**config.mk**
```make
export PLATFORM = sky130hd
export DESIGN_NAME = stream_demux_n
export DESIGN_NICKNAME = d
export VERILOG_FILES = /design/src/rtl/demux_pkg.sv /design/src/rtl/demux_ch_reg.sv /design/src/rtl/stream_demux_n.sv
export SDC_FILE = /design/constraint.sdc
export NUM_CORES = 1
export LEC_CHECK = 0
export CAP_MARGIN = 5
export CORE_ASPECT_RATIO = 0.5
export CORE_UTILIZATION = 40
export DETAILED_ROUTE_END_ITERATION = 16
export HOLD_SLACK_MARGIN = 0.1
export PLACE_DENSITY = 0.76
export SLEW_MARGIN = 30
export SYNTH_ARGS = -nofsm -noshare
export SYNTH_HDL_FRONTEND = slang
export SYNTH_SLANG_ARGS = --single-unit
```
**constraint.sdc**
```tcl
create_clock -name clk -period 4.8 [get_ports clk]
set_input_delay 1.44 -clock clk [delete_from_list [all_inputs] [get_ports clk]]
set_output_delay 1.44 -clock clk [all_outputs]
set_load 0.02 [all_outputs]
```
**src/rtl/demux_pkg.sv**
```systemverilog
// ---------------------------------------------------------------------------
// demux_pkg
// Shared definitions for the stream_demux_n slice:
//   - state_t        : packet-tracking FSM states (IDLE, PKT)
//   - CNT_W_DEFAULT  : default width of the drop counter
//   - ch_offset()    : bit offset of channel k inside a flattened data bus
// ---------------------------------------------------------------------------
package demux_pkg;

  typedef enum logic {
    IDLE = 1'b0,
    PKT  = 1'b1
  } state_t;

  localparam int CNT_W_DEFAULT = 16;

  // Channel k occupies bits [k*data_w +: data_w] of the flattened bus.
  function automatic int ch_offset(input int k, input int data_w);
    return k * data_w;
  endfunction

endpackage

```
**src/rtl/demux_ch_reg.sv**
```systemverilog
// ---------------------------------------------------------------------------
// demux_ch_reg
// Single-channel output register of the demux. Holds one beat until the
// downstream consumer takes it, then returns to zero data / zero last.
//
// Ports:
//   clk          in   system clock, rising edge
//   rstn         in   asynchronous active-low reset
//   load         in   write load_data/load_last into the register this cycle
//   load_data    in   DATA_W sample to store
//   load_last    in   last flag to store
//   drain_ready  in   downstream ready for this channel
//   data         out  DATA_W registered sample (zero when empty)
//   valid        out  registered valid
//   last         out  registered last (zero when empty)
// ---------------------------------------------------------------------------
module demux_ch_reg #(
  parameter int DATA_W = 12
) (
  input  logic              clk,
  input  logic              rstn,
  input  logic              load,
  input  logic [DATA_W-1:0] load_data,
  input  logic              load_last,
  input  logic              drain_ready,
  output logic [DATA_W-1:0] data,
  output logic              valid,
  output logic              last
);

  // A load takes priority over a drain so that a beat leaving and a new beat
  // arriving in the same cycle keeps the channel full (one beat per cycle).
  always_ff @(posedge clk or negedge rstn) begin
    if (!rstn) begin
      data  <= '0;
      valid <= 1'b0;
      last  <= 1'b0;
    end else if (load) begin
      data  <= load_data;
      valid <= 1'b1;
      last  <= load_last;
    end else if (valid && drain_ready) begin
      data  <= '0;
      valid <= 1'b0;
      last  <= 1'b0;
    end
  end

endmodule

```
**src/rtl/stream_demux_n.sv**
```systemverilog
// ---------------------------------------------------------------------------
// stream_demux_n
// Registered 1:N demultiplexer for ADC sample streams. The destination
// channel is taken from in_sel on the first beat of a packet and held until
// the beat carrying in_last. Packets for a non-existent channel are accepted,
// discarded and counted in a saturating drop counter.
//
// Ports:
//   clk        in   system clock, rising edge
//   rstn       in   asynchronous active-low reset
//   in_data    in   DATA_W input sample
//   in_sel     in   SEL_W destination channel (first beat only)
//   in_valid   in   input beat valid
//   in_last    in   final beat of packet
//   in_ready   out  input may transfer this cycle
//   out_data   out  N_CH*DATA_W, channel k at [k*DATA_W +: DATA_W]
//   out_valid  out  N_CH per-channel valid
//   out_last   out  N_CH per-channel last
//   out_ready  in   N_CH per-channel ready
//   busy       out  packet in progress
//   drop_cnt   out  CNT_W saturating count of dropped packets
// ---------------------------------------------------------------------------
module stream_demux_n
  import demux_pkg::*;
#(
  parameter int DATA_W = 12,
  parameter int N_CH   = 4,
  parameter int SEL_W  = 4,
  parameter int CNT_W  = CNT_W_DEFAULT
) (
  input  logic                   clk,
  input  logic                   rstn,
  input  logic [DATA_W-1:0]      in_data,
  input  logic [SEL_W-1:0]       in_sel,
  input  logic                   in_valid,
  input  logic                   in_last,
  output logic                   in_ready,
  output logic [N_CH*DATA_W-1:0] out_data,
  output logic [N_CH-1:0]        out_valid,
  output logic [N_CH-1:0]        out_last,
  input  logic [N_CH-1:0]        out_ready,
  output logic                   busy,
  output logic [CNT_W-1:0]       drop_cnt
);

  localparam logic [SEL_W:0] N_CH_EXT = (SEL_W + 1)'(N_CH);

  state_t            state;
  logic [SEL_W-1:0]  locked_ch;
  logic [SEL_W-1:0]  ch;
  logic              drop;
  logic              ch_blocked;
  logic              in_xfer;
  logic [N_CH-1:0]   load;

  // The channel is only taken from in_sel at the start of a packet; during a
  // packet the latched value is used so in_sel may change freely.
  assign ch   = (state == PKT) ? locked_ch : in_sel;
  assign drop = ({1'b0, ch} >= N_CH_EXT);

  // Only the addressed channel can stall the input. A loop compare is used
  // instead of indexing with ch so out-of-range channels simply match nothing.
  always_comb begin
    ch_blocked = 1'b0;
    for (int k = 0; k < N_CH; k++) begin
      if (ch == SEL_W'(k)) begin
        ch_blocked = out_valid[k] && !out_ready[k];
      end
    end
  end

  assign in_ready = rstn && (drop || !ch_blocked);
  assign in_xfer  = in_valid && in_ready;
  assign busy     = (state == PKT);

  // One-hot load strobe; a dropped channel matches no k so nothing is loaded.
  always_comb begin
    load = '0;
    for (int k = 0; k < N_CH; k++) begin
      load[k] = in_xfer && (ch == SEL_W'(k));
    end
  end

  // Packet tracking, channel latch and drop counting. The drop counter only
  // moves on the first beat of a packet (IDLE), never on continuation beats.
  always_ff @(posedge clk or negedge rstn) begin
    if (!rstn) begin
      state     <= IDLE;
      locked_ch <= '0;
      drop_cnt  <= '0;
    end else if (in_xfer) begin
      case (state)
        IDLE: begin
          if (drop && (drop_cnt != {CNT_W{1'b1}})) begin
            drop_cnt <= drop_cnt + 1'b1;
          end
          if (!in_last) begin
            locked_ch <= in_sel;
            state     <= PKT;
          end
        end
        PKT: begin
          if (in_last) begin
            state <= IDLE;
          end
        end
        default: state <= IDLE;
      endcase
    end
  end

  for (genvar k = 0; k < N_CH; k++) begin : g_ch
    demux_ch_reg #(
      .DATA_W(DATA_W)
    ) u_reg (
      .clk        (clk),
      .rstn       (rstn),
      .load       (load[k]),
      .load_data  (in_data),
      .load_last  (in_last),
      .drain_ready(out_ready[k]),
      .data       (out_data[ch_offset(k, DATA_W) +: DATA_W]),
      .valid      (out_valid[k]),
      .last       (out_last[k])
    );
  end

endmodule

```
==> metrics <==
most frequent cells in the layout=96 x clkdlybuf4s50_1, 77 x dfrtp_1, 60 x nand2_1; Ys Warns=0; Die Y=a little under 70 microns; DRC=0; Worst-Skew Late Latency=approximately 330 ps; Synth Cell Area=approximately 3600 sq um; TritonCTS Sinks=77; hold crit path type=reg2reg; clk_skew=around 7.2 ps; n_diodes=0; pin slew with the least headroom to its limit=684 ps; CP endpoint kind=output pin; crit path time final=4690 ps; GR Util All Layers=~19%; Die Wd=137 microns; Fin Setup TNS=0 ps; total CTS buffers=9; clock power share=between 20 and 25%; postcts setup bufs=0; layout cells sized above 1=roughly an eighth; met1 usage=26.1%; GR Overflow Total=0; Max Cap Violations=0; Worst R2R Setup Slack=about 2500 ps; met3 Use GR=approximately 4.5%; detail-routed net length per standard cell=16.1 microns; Mapped Avg Cell Area=around 12 sq um; combinational fraction of design power=39.0%; area grow syn2layout=37.8%; total core area=about 9000 sq um; CTS H-tree lvls=3; hold buffers post-CTS=0; Vias/cell=~5; Die ar.=roughly 9500 sq um; TritonCTS clock tree=yes; max-slew violations=0; Relative slew margins=around 54%; Req. time, crit path=3360 ps; power consumption=roughly 2.9 mW; sequential share of the synthesized area=between 50% and 60%; Multi-input gate area=about 1500 sq um; Final Net Count=434; Gate Count Post-Synth=~310; critical path class=in2out; CTS-repair resized insts=0; Root Buffer=clkbuf_16; RSZ-0062 raised after global routing=false; hold endpoint=drop_cnt[6]; Int Pwr=between 1.5 and 2 mW; post-synthesis cell type count=40; Hold Fails Final Rpt=0; first-pass GRT wire length=approximately 14000 microns; sw frac=between 30% and 40%; Max VDD drop=0.275 mV; FILL cells=about 760; Worst-path clk slew=~60 ps; Worst Hold Path Cells=1; FP Rows=24; Reg-to-Reg End=g_ch[1].u_reg.data[0]; number of synthesized register bits=slightly below 80; Seq pwr share=~36%; DRT Pass-1 Iters=4; status=finished, final reports clean; critical path fanouts, max=3; worst r2r path cells=5; detailed-route via count=roughly 2700; DPL Wire Length=a little under 6000 microns; RR Startpoint=busy; Detailed Route Iter0 Violations=approximately 120; met2 usage=between 30% and 40%; Worst Hold Launch=drop_cnt[6]; RePlAce Congestion=around 0.8; Initial Utilization=a little over 40%; Antenna Nets Post-Route=0; leakage power=approximately 2.1 nW; FF+latch area=just under 2000 sq um; Switch Pwr=approximately 1 mW; most frequent standard cell in the layout excluding fill and tap cells=clkdlybuf4s50_1; I/O Buffers=97; vias in the first global route=about 2600; largest net degree at the start of global routing=53; CP startpoint kind=primary input; IO Count=98; Power per Cell Area=between 500 and 600 nW/um^2; Max Clk Rate=0.213 GHz; Synthesized Nets=approximately 330; CP Data Arrival Time=3250 ps; crit share post-route=~100%; Clock Path Buffers=2; Finish-stage setup viols=0; initial antenna violation count=0; DRT Wirelength=about 8500 microns; busiest grt layer=met2
==> flip-flops by register name, summed over array words and instances, names as in the netlist <==
register / flops
g_ch.u_reg.valid: 4
busy: 1
locked_ch: 4
g_ch.u_reg.last: 4
g_ch.u_reg.data: 48
drop_cnt: 16
==> synthesized netlist by cell type, drive strengths merged <==
| cell | instances | area share, % |
|---|---|---|
| dfrtp | 77 | 53 |
| nand2 | 60 | 6.2 |
| mux2i | 56 | 16 |
| inv | 15 | 1.6 |
| buf | 13 | 4.2 |
| xnor2 | 10 | 2.4 |
| nor3 | 9 | 2.8 |
| mux2 | 8 | 2.5 |
| nand3 | 6 | 0.83 |
| or2 | 6 | 1.0 |
| clkbuf | 4 | 0.41 |
| nand4 | 4 | 0.69 |
| nor2 | 4 | 0.41 |
| nor2b | 4 | 0.69 |
| o2111ai | 4 | 1.3 |
| xor2 | 4 | 0.97 |
| nor4 | 3 | 0.52 |
| o21ai | 3 | 0.52 |
| a21oi | 2 | 0.28 |
| and3 | 2 | 0.34 |
| o221ai | 2 | 0.66 |
| a2111o | 1 | 0.31 |
| a211oi | 1 | 0.21 |
| a21o | 1 | 0.21 |
| a31oi | 1 | 0.17 |
| ha | 1 | 0.34 |
| nand4b | 1 | 0.24 |
| nor3b | 1 | 0.34 |
| nor4b | 1 | 0.41 |
| o211ai | 1 | 0.21 |
| o221a | 1 | 0.31 |
| or3 | 1 | 0.31 |
==> stage by stage <==
| stage | util [%] | std cells | setup WS, ps | instance area [sq um] | hold WS, ps |
|---|---|---|---|---|---|
| CTS | 57.0 | 530 | 104 | 4980 | 516 |
| global placement | 53.2 | 514 | 160 | 4650 | 481 |
| global route | 57.2 | 531 | 29.6 | 5000 | 532 |
| detailed placement | 53.2 | 514 | 107 | 4650 | 501 |
| finish | 57.2 | 531 | 109 | 5000 | 515 |
| floorplan | - | 307 | 1070 | 3630 | 481 |
==> power groups by stage <==
| stage | Combinational, mW | Sequential [mW] | Clock, mW |
|---|---|---|---|
| floorplan | 0.327 | 1.31 | 0 |
| global route | 1.21 | 1.09 | 0.775 |
| global placement | 1.12 | 1.06 | 0 |
| CTS | 1.15 | 1.06 | 0.745 |
| detailed placement | 1.15 | 1.07 | 0 |
| finish | 1.14 | 1.06 | 0.726 |
==> worst max-delay path, cell delays in order <==
cell and delay [ps]:
clkdlybuf4s50_1 430, mux2_2 330, mux2i_1 220, o221a_2 230, clkdlybuf4s50_1 600
==> worst max-delay path by stage <==
stage               endpoint  startpoint  slack (ps)
finish              in_ready   in_sel[0]         110
global route        in_ready   in_sel[0]          30
CTS                 in_ready   in_sel[0]         100
detailed placement  in_ready   in_sel[0]         110
global placement    in_ready   in_sel[0]         160
floorplan           in_ready   in_sel[0]        1070
==> cells by family (layout without fill, tap and decap cells) <==
logic type	count (synthesis)	in the layout	share of synthesized area (%)
muxes	64	64	18.0
adders and majority gates	1	1	0.345
DFF	77	77	53.1
AOI/OAI and AO/OA	17	17	4.17
buffers and inverters	32	139	6.14
xor gates and xnor gates	14	14	3.38
and+or+nand+nor	102	102	14.8
==> layer usage <==
metal | vias to the layer above | wire length, microns
li1 | 1249 | -
met3 | 7 | 382
met2 | 62 | 4010
met5 | - | 0
met4 | 0 | 92
met1 | 1345 | 4070
==> layout make-up <==
cell class / count / area share [%]
clock buffer: 14 / 5.88
clock inverter: 2 / 0.751
inverter: 15 / 1.13
multi-input combinational: 198 / 29.6
sequential: 77 / 38.5
tap: 117 / 2.93
timing repair buffer: 108 / 21.2
Power figures use the tool's default switching activity.
